===== src/rtl/tetris_piece_sequencer_if.sv =====
// rtl/tetris_piece_sequencer_if.sv - sequencer control/board bus; master drives game inputs, slave is the sequencer
// Optional NEXT_PIECE_PREVIEW_EN adds the next_piece signal.
interface tetris_piece_sequencer_if;
   logic             start;
   logic [6:0]       lock_req;
   logic [3:0][4:0]  cell_row;
   logic [3:0][3:0]  cell_col;
   logic [2:0]       cell_color;
   logic             spawn_blocked;
   logic             clear_done;
   logic [6:0]       piece_go;
   logic             board_we;
   logic [4:0]       board_row;
   logic [3:0]       board_col;
   logic [2:0]       board_color;
   logic             clear_req;
   logic             board_wipe;
   logic [2:0]       game_state;
   logic [15:0]      piece_count;
   logic [1:0]       err_flags;
`ifdef NEXT_PIECE_PREVIEW_EN
   logic [2:0]       next_piece;
`endif

   modport master (
`ifdef NEXT_PIECE_PREVIEW_EN
      input  next_piece,
`endif
      output start, lock_req, cell_row, cell_col, cell_color, spawn_blocked, clear_done,
      input  piece_go, board_we, board_row, board_col, board_color, clear_req,
      input  board_wipe, game_state, piece_count, err_flags
   );

   modport slave (
`ifdef NEXT_PIECE_PREVIEW_EN
      output next_piece,
`endif
      input  start, lock_req, cell_row, cell_col, cell_color, spawn_blocked, clear_done,
      output piece_go, board_we, board_row, board_col, board_color, clear_req,
      output board_wipe, game_state, piece_count, err_flags
   );
endinterface


===== src/rtl/tetris_piece_sequencer.sv =====
// rtl/tetris_piece_sequencer.sv - game sequencer: LFSR spawn, lock arbitration, board write, row-clear handoff
// Optional NEXT_PIECE_PREVIEW_EN adds a one-deep lookahead shown on next_piece.
module tetris_piece_sequencer #(
   parameter logic [15:0] LFSR_SEED  = 16'hACE1,
   parameter int          BOARD_ROWS = 20,
   parameter int          BOARD_COLS = 10
) (
   input logic                       clk_i,
   input logic                       reset_i,
   tetris_piece_sequencer_if.slave   seq_if
);
   typedef enum logic [2:0] {
      S_IDLE, S_SPAWN, S_FALL, S_WRITE, S_CLEAR, S_GAME_OVER
   } state_t;

   localparam logic [5:0] ROW_LIM = 6'(BOARD_ROWS);
   localparam logic [4:0] COL_LIM = 5'(BOARD_COLS);

   state_t           state_q;
   logic [15:0]      lfsr_q, lfsr_d;
   logic [1:0]       widx_q;
   logic [3:0][4:0]  cell_row_q;
   logic [3:0][3:0]  cell_col_q;
   logic [2:0]       cell_color_q;
   logic [6:0]       piece_go_q;
   logic             board_we_q;
   logic [4:0]       board_row_q;
   logic [3:0]       board_col_q;
   logic [2:0]       board_color_q;
   logic             clear_req_q;
   logic             board_wipe_q;
   logic [2:0]       game_state_q;
   logic [15:0]      piece_count_q;
   logic [1:0]       err_q;
   logic [2:0]       lfsr_idx;
   logic [2:0]       spawn_idx;
   logic             lock_multi;
   logic [4:0]       cur_row;
   logic [3:0]       cur_col;
   logic             cell_ok;
`ifdef NEXT_PIECE_PREVIEW_EN
   logic [2:0]       look_q;
`endif

   always_comb begin
      lfsr_d     = {lfsr_q[14:0], lfsr_q[15] ^ lfsr_q[13] ^ lfsr_q[12] ^ lfsr_q[10]};
      lfsr_idx   = (lfsr_q[2:0] == 3'd7) ? 3'd0 : lfsr_q[2:0];
`ifdef NEXT_PIECE_PREVIEW_EN
      spawn_idx  = look_q;
`else
      spawn_idx  = lfsr_idx;
`endif
      lock_multi = |(seq_if.lock_req & (seq_if.lock_req - 7'd1));
      cur_row    = cell_row_q[widx_q];
      cur_col    = cell_col_q[widx_q];
      cell_ok    = ({1'b0, cur_row} < ROW_LIM) && ({1'b0, cur_col} < COL_LIM);
   end

   always_ff @(posedge clk_i) begin
      if (reset_i) begin
         state_q       <= S_IDLE;
         lfsr_q        <= LFSR_SEED;
         widx_q        <= 2'd0;
         cell_row_q    <= '0;
         cell_col_q    <= '0;
         cell_color_q  <= 3'd0;
         piece_go_q    <= 7'd0;
         board_we_q    <= 1'b0;
         board_row_q   <= 5'd0;
         board_col_q   <= 4'd0;
         board_color_q <= 3'd0;
         clear_req_q   <= 1'b0;
         board_wipe_q  <= 1'b0;
         game_state_q  <= 3'b000;
         piece_count_q <= 16'd0;
         err_q         <= 2'b00;
`ifdef NEXT_PIECE_PREVIEW_EN
         look_q        <= 3'd0;
`endif
      end else begin
         piece_go_q   <= 7'd0;
         board_we_q   <= 1'b0;
         clear_req_q  <= 1'b0;
         board_wipe_q <= 1'b0;
         // Stray lock requests are flagged here; the restart branch below clears flags last.
         if (state_q != S_FALL && seq_if.lock_req != 7'd0)
            err_q[1] <= 1'b1;

         case (state_q)
            S_IDLE: begin
               if (seq_if.start) begin
                  state_q      <= S_SPAWN;
                  game_state_q <= 3'b001;
`ifdef NEXT_PIECE_PREVIEW_EN
                  look_q       <= lfsr_idx;
                  lfsr_q       <= lfsr_d;
`endif
               end
            end
            S_SPAWN: begin
               lfsr_q <= lfsr_d;
               if (seq_if.spawn_blocked) begin
                  state_q      <= S_GAME_OVER;
                  game_state_q <= 3'b010;
               end else begin
                  piece_go_q <= 7'd1 << spawn_idx;
                  state_q    <= S_FALL;
`ifdef NEXT_PIECE_PREVIEW_EN
                  look_q     <= lfsr_idx;
`endif
               end
            end
            S_FALL: begin
               if (seq_if.lock_req != 7'd0) begin
                  if (lock_multi)
                     err_q[1] <= 1'b1;
                  cell_row_q   <= seq_if.cell_row;
                  cell_col_q   <= seq_if.cell_col;
                  cell_color_q <= seq_if.cell_color;
                  widx_q       <= 2'd0;
                  state_q      <= S_WRITE;
               end
            end
            S_WRITE: begin
               board_row_q   <= cur_row;
               board_col_q   <= cur_col;
               board_color_q <= cell_color_q;
               board_we_q    <= cell_ok;
               if (!cell_ok)
                  err_q[0] <= 1'b1;
               widx_q <= widx_q + 2'd1;
               if (widx_q == 2'd3) begin
                  if (piece_count_q != 16'hFFFF)
                     piece_count_q <= piece_count_q + 16'd1;
                  clear_req_q <= 1'b1;
                  state_q     <= S_CLEAR;
               end
            end
            S_CLEAR: begin
               if (seq_if.clear_done)
                  state_q <= S_SPAWN;
            end
            S_GAME_OVER: begin
               if (seq_if.start) begin
                  board_wipe_q  <= 1'b1;
                  piece_count_q <= 16'd0;
                  err_q         <= 2'b00;
                  state_q       <= S_SPAWN;
                  game_state_q  <= 3'b001;
               end
            end
            default: state_q <= S_IDLE;
         endcase
      end
   end

   assign seq_if.piece_go    = piece_go_q;
   assign seq_if.board_we    = board_we_q;
   assign seq_if.board_row   = board_row_q;
   assign seq_if.board_col   = board_col_q;
   assign seq_if.board_color = board_color_q;
   assign seq_if.clear_req   = clear_req_q;
   assign seq_if.board_wipe  = board_wipe_q;
   assign seq_if.game_state  = game_state_q;
   assign seq_if.piece_count = piece_count_q;
   assign seq_if.err_flags   = err_q;
`ifdef NEXT_PIECE_PREVIEW_EN
   assign seq_if.next_piece  = look_q;
`endif
endmodule

===== src/flat_wrapper.sv =====
// flat-port wrapper written by rule: the top's interface ports become plain ports
module tetris_piece_sequencer_flat 
#(
   parameter logic [15:0] LFSR_SEED  = 16'hACE1,
   parameter int          BOARD_ROWS = 20,
   parameter int          BOARD_COLS = 10
)
  (clk_i, reset_i, seq_if_start, seq_if_lock_req, seq_if_cell_row, seq_if_cell_col, seq_if_cell_color, seq_if_spawn_blocked, seq_if_clear_done, seq_if_piece_go, seq_if_board_we, seq_if_board_row, seq_if_board_col, seq_if_board_color, seq_if_clear_req, seq_if_board_wipe, seq_if_game_state, seq_if_piece_count, seq_if_err_flags);
  tetris_piece_sequencer_if seq_if_i ();
  input logic clk_i;
  input logic reset_i;
  input wire logic [$bits(seq_if_i.start)-1:0] seq_if_start;
  input wire logic [$bits(seq_if_i.lock_req)-1:0] seq_if_lock_req;
  input wire logic [$bits(seq_if_i.cell_row)-1:0] seq_if_cell_row;
  input wire logic [$bits(seq_if_i.cell_col)-1:0] seq_if_cell_col;
  input wire logic [$bits(seq_if_i.cell_color)-1:0] seq_if_cell_color;
  input wire logic [$bits(seq_if_i.spawn_blocked)-1:0] seq_if_spawn_blocked;
  input wire logic [$bits(seq_if_i.clear_done)-1:0] seq_if_clear_done;
  output wire logic [$bits(seq_if_i.piece_go)-1:0] seq_if_piece_go;
  output wire logic [$bits(seq_if_i.board_we)-1:0] seq_if_board_we;
  output wire logic [$bits(seq_if_i.board_row)-1:0] seq_if_board_row;
  output wire logic [$bits(seq_if_i.board_col)-1:0] seq_if_board_col;
  output wire logic [$bits(seq_if_i.board_color)-1:0] seq_if_board_color;
  output wire logic [$bits(seq_if_i.clear_req)-1:0] seq_if_clear_req;
  output wire logic [$bits(seq_if_i.board_wipe)-1:0] seq_if_board_wipe;
  output wire logic [$bits(seq_if_i.game_state)-1:0] seq_if_game_state;
  output wire logic [$bits(seq_if_i.piece_count)-1:0] seq_if_piece_count;
  output wire logic [$bits(seq_if_i.err_flags)-1:0] seq_if_err_flags;
  assign seq_if_i.start = seq_if_start;
  assign seq_if_i.lock_req = seq_if_lock_req;
  assign seq_if_i.cell_row = seq_if_cell_row;
  assign seq_if_i.cell_col = seq_if_cell_col;
  assign seq_if_i.cell_color = seq_if_cell_color;
  assign seq_if_i.spawn_blocked = seq_if_spawn_blocked;
  assign seq_if_i.clear_done = seq_if_clear_done;
  assign seq_if_piece_go = seq_if_i.piece_go;
  assign seq_if_board_we = seq_if_i.board_we;
  assign seq_if_board_row = seq_if_i.board_row;
  assign seq_if_board_col = seq_if_i.board_col;
  assign seq_if_board_color = seq_if_i.board_color;
  assign seq_if_clear_req = seq_if_i.clear_req;
  assign seq_if_board_wipe = seq_if_i.board_wipe;
  assign seq_if_game_state = seq_if_i.game_state;
  assign seq_if_piece_count = seq_if_i.piece_count;
  assign seq_if_err_flags = seq_if_i.err_flags;
  tetris_piece_sequencer #(.LFSR_SEED(LFSR_SEED), .BOARD_ROWS(BOARD_ROWS), .BOARD_COLS(BOARD_COLS)) u_core (.clk_i(clk_i), .reset_i(reset_i), .seq_if(seq_if_i));
endmodule

===== config.mk =====
export PLATFORM = sky130hd
export DESIGN_NAME = tetris_piece_sequencer_flat
export DESIGN_NICKNAME = d
export VERILOG_FILES = /design/src/rtl/tetris_piece_sequencer_if.sv /design/src/rtl/tetris_piece_sequencer.sv /design/src/flat_wrapper.sv
export SDC_FILE = /design/constraint.sdc
export NUM_CORES = 1
export LEC_CHECK = 0
export ABC_AREA = 1
export CORE_MARGIN = 2
export CORE_UTILIZATION = 45
export DETAILED_ROUTE_END_ITERATION = 8
export PLACE_DENSITY = 0.81
export REMOVE_ABC_BUFFERS = 1
export SYNTH_ARGS = -nofsm -noshare
export SYNTH_HDL_FRONTEND = slang
export SYNTH_SLANG_ARGS = --single-unit

===== constraint.sdc =====
create_clock -name clk_i -period 3.5 [get_ports clk_i]
set_input_delay 0.7 -clock clk_i [delete_from_list [all_inputs] [get_ports clk_i]]
set_output_delay 0.7 -clock clk_i [all_outputs]
set_load 0.05 [all_outputs]

# --- Yosys cells after proc, flatten, opt, wreduce, memory -nomap -nowiden ---
# Cells that the tools add are included.
totals:
  regBits: 103
  input_bits: 51
  output_inout_bits: 43
  elab_cells: 100
op_classes:
  addsub: 3
  n_lt_le_gt_ge: 3
  eq_ne: 17
  shift: 1
  muxes: 28
  bitwise_logic: 7
  reduce_logical: 18
op_table:
  columns: ["op", "count"]
  rows:
  - ["$mux 16", 3]
  - ["$pmux 16 s2", 1]
  - ["$mux 3", 7]
  - ["$add 16x1->16 const B", 1]
  - ["$ne 16x16->1 const B", 1]
  - ["$pmux 3 s5", 1]
  - ["$bmux 5 s2", 1]
  - ["$eq 3x3->1 const B", 3]
  - ["$bmux 4 s2", 1]
  - ["$ne 2x1->1 const B", 4]
  - ["$ne 2x2->1 const B", 4]
  - ["$reduce_and 4->1", 2]
  - ["$and 7x7->7", 1]
  - ["$reduce_bool 7->1", 1]
  - ["$reduce_or 7->1", 1]
  - ["$shl 1x3->7 const A", 1]
  - ["$sub 7x1->7 const B", 1]
  - ["$eq 3x2->1 const B", 2]
  - ["$mux 1", 6]
  - ["$pmux 3 s2", 1]
  - ["$reduce_and 3->1", 2]
  - ["$reduce_bool 2->1", 3]
  - ["$reduce_or 2->1", 3]
  - ["$lt 5x5->1 const B", 1]
  - ["other kinds (17)", 25]

# --- Longest topological paths before layout ---
logic_depth:
  depth_word: 6
  depth_mapped: 10
  ltp_nobuf: 10

# --- Worst setup path after synthesis ---
# OpenSTA, ideal clock, no wires.
synth_path:
  path_kind: "reg-to-reg"
  from: "reg u_core.piece_count_q[0], in the netlist u_core.seq_if.piece_count[0]"
  to: "reg u_core.piece_count_q[8], in the netlist u_core.seq_if.piece_count[8]"
  setup_time_ps: 132
  arrival_time_ps: 1783
  t_required_ps: 3368
  setup_slack_ps: 1585
  path_stages_with_launch: 10
  n_path_buf: 1
  synth_period_minus_slack_ps: 1915
  path_cell_list: "dfxtp_1 ha_1 nand2_1 nor2_1 nand2_1 nor2_4 nor2_8 buf_6 nand3b_1 a21oi_1"
synth_via:
  elab_chain_cells: 4
  word_cells_on_any_way: 7
  classes_between: "1 x add/sub; 2 x eq/ne; 3 x mux; 1 x reduce/logical"
synth_rtl:
  columns: ["item", "line_no", "text"]
  rows:
  - ["from (decl)", "tetris_piece_sequencer.sv:33", "logic [15:0] piece_count_q;"]
  - ["from (signal assigned)", "tetris_piece_sequencer.sv:134", "piece_count_q <= piece_count_q + 16'd1;"]
  - ["$add 16x1->16", "tetris_piece_sequencer.sv:134", null]
  - ["$mux 16", "tetris_piece_sequencer.sv:133", "if (piece_count_q != 16'hFFFF)"]
  - ["$mux 16", "tetris_piece_sequencer.sv:132", "if (widx_q == 2'd3) begin"]
  - ["$pmux 16 s2", "tetris_piece_sequencer.sv:89", "case (state_q)"]
# Parallel ways exist; a longest one is shown, timed or not. The select of a mux whose other input is x is not followed.
# A chain may end at the register's enable or synchronous reset.

# --- Final worst setup path ---
layout_path:
  from: "reg u_core.piece_count_q[8], in the netlist u_core.seq_if.piece_count[8]"
  to: "out seq_if_piece_count[8]"
layout_rtl:
  columns: ["item", "line_no", "text"]
  rows:
  - ["to (decl)", "flat_wrapper.sv:27", "output wire logic [$bits(seq_if_i.piece_count)-1:0] seq_if_piece_count;"]
# No word-level cell between the ends.

==> out/metrics.csv <==
metric,value,unit
Root Buffer,clkbuf_8,
Total Routing Usage GR,0.202,
Clock Skew,0.0136,ns
pwr/cell area,679,mW/mm^2
via count,4188,
cell count after synthesis,613,
Routed Antenna Nets,0,
unrepaired setup endpoints after global routing,no,
arrival time worst endpoint,1.65,ns
total gr overflow,0,
Layout area overhead,27.5,%
"EDFF count, synth",0,
final wirelength,10300,um
post-CTS setup buffer count,0,
largest net degree at the start of global routing,54,
Final Instance Area,0.00559,mm^2
filler cell count,896,
"Avg Cell Area, Syn",7.15,um^2
initial antenna violation count,0,
Initial Utilization,0.457,
total power,3.80,mW
Die Y,103,um
outcome,"finished, final reports clean",
CTS tree,built,
hold buffer count at CTS,0,
Netlist cell types,36,
standard-cell rows,36,
crit share post-route,0.670,
critical-path maximum fanout,6,
TNS Setup,0,ns
maxcap violations,0,
Setup crit start kind,flip-flop,
VDD IR-drop max,0.308,mV
Slew HR,0.558,
CTS Buf Count,9,
Final setup viols,0,
"Slowest-stage cell, CP",clkdlybuf4s50_1,
Post-DP Area,0.00537,mm^2
fin crit period,2.35,ns
dominant cell by count in the synthesized netlist,nor2_1,
layout cells sized above 1,0.0516,
critical path's top delay family,buffers and inverters,
Buffers on Ports,92,
Core Box Area,0.00959,mm^2
Worst path depth,1,
worst-margin pin slew,0.662,ns
dominant cells by area after synthesis,"dfxtp_1 47%, nor2_1 11%, nand2_1 9.0%",
#FFs+latches synth,102,
Sink Count,102,
DRT Pass-1 Iters,5,
drc violations,0,
DR iter-0 viols,226,
routability cong.,0.929,
post-synth top area cell,dfxtp_1,
R2R cell count,9,
Vias per Instance,5.04,
Die Area,0.0105,mm^2
clk buf depth,2,
Detailed Place HPWL,7280,um
Post-Syn Area,0.00438,mm^2
share of flip-flops with an asynchronous set or reset after synthesis,0,
register area share after synthesis,0.466,
worst-path cell chain,clkdlybuf4s50_1,
Leakage,2.14,nW
HP Class,reg -> reg,
final net count,746,
Hold Path Stages,2,
count of pins over their slew limit,0,
Synth Flop Type,dfxtp_1,
ant diodes,0,
htree depth,3,
post-synth top area share,0.466,
"slowest stage delay, CP",0.85,ns
number of global-route vias before repair,3849,
most frequent cells after synthesis,"132 x nor2_1, 105 x nand2_1, 102 x dfxtp_1, 77 x o21ai_0, 41 x inv_1",
CP Capture Type,output pin,
first-pass GRT wire length,17000,um
Clock Latency Late Sink,0.36,ns
worst path buffer plus inverter count,1,
IO Count,94,
Crit Path Category,reg -> out,
Final Hold Violating Endpoints,0,
FF/Latch Area,0.00204,mm^2
YS warnings,0,
Resize count post-CTS,0,
area occupied by multi-input gates,0.00203,mm^2
wire per inst,12.4,um
Die X-Extent,103,um
Fmax achieved,0.426,GHz
"Reg clk slew, reported paths",0.09,ns
Critical Path RT,2.80,ns
## metrics by stage
step | std cells | setup slack (ns) | hold WS (ns) | utilization
final | 831 | 1.15 | 0.463 | 0.582
after global placement | 815 | 1.07 | 0.437 | 0.560
after CTS | 831 | 1.15 | 0.460 | 0.582
after global routing | 831 | 1.08 | 0.487 | 0.582
after detailed placement | 815 | 0.959 | 0.444 | 0.560
after floorplan | 586 | 1.31 | 0.427 | -
## flip-flops by register name (all words and copies together), names as in the netlist, 3 cells and up
signal and count:
u_core.cell_color_q 3, u_core.cell_row_q 20, u_core.seq_if.board_color 3, u_core.cell_col_q 16, u_core.seq_if.board_col 4, u_core.state_q 3, u_core.seq_if.board_row 5, u_core.seq_if.piece_count 16
u_core.seq_if.piece_go 7, u_core.lfsr_q 16
## cells by family (layout without fill, tap and decap cells)
| logic type | count (synthesis) | after routing | share of synthesized area |
|---|---|---|---|
| and+or+nand+nor | 301 | 301 | 0.297 |
| AOI/OAI and AO/OA | 129 | 129 | 0.154 |
| DFF | 102 | 102 | 0.466 |
| buffers and inverters | 75 | 160 | 0.0708 |
| xor gates and xnor gates | 3 | 3 | 0.00600 |
| adders and majority gates | 2 | 2 | 0.00571 |
| other | 1 | 1 | 0.000856 |
## metal layers
layer  wire [um]  global-route usage  vias up
met5           0                   0        -
met4         199              0.0913        0
met3         559              0.0292       18
met2        4980               0.344      127
met1        4600               0.253     1893
li1            -                   -     2150
## layout by cell type (no fill, tap or decap), drive strengths merged, types with 3 or more instances in the layout
cell | synthesis | routed
clkdlybuf4s50 | 0 | 92
nor3 | 8 | 8
o211ai | 3 | 3
nand4 | 6 | 6
dfxtp | 102 | 102
clkinv | 2 | 4
o21ai | 78 | 78
nor2 | 135 | 135
a21oi | 40 | 40
xnor2 | 3 | 3
nand3 | 34 | 34
nand2 | 109 | 109
clkbuf | 19 | 9
inv | 46 | 48
buf | 8 | 4
nand3b | 6 | 6
## final cells by class
class / instances / share of cell area
flip-flops and latches: 102 / 0.365
multi-input cells: 436 / 0.363
repair buffers: 96 / 0.170
inverters: 48 / 0.0322
well taps: 133 / 0.0298
clock buffers: 9 / 0.0222
clock inverters: 7 / 0.0170
## worst paths after layout
path	from	end	slack (ns)
worst max-delay path	u_core.seq_if.piece_count[8]	seq_if_piece_count[8]	1.15
worst min-delay path	u_core.lfsr_q[14]	u_core.lfsr_q[14]	0.46
worst max register to register	u_core.state_q[0]	u_core.seq_if.piece_count[9]	1.44
worst min register to register	u_core.lfsr_q[14]	u_core.lfsr_q[14]	0.46
## power by group
group          switching [mW]  total [mW]  internal (mW)
Combinational           0.865        1.34          0.471
Sequential              0.186        1.65           1.46
Clock                   0.408       0.813          0.406
Total                    1.46        3.80           2.34
(Power assumes the default switching activity.)
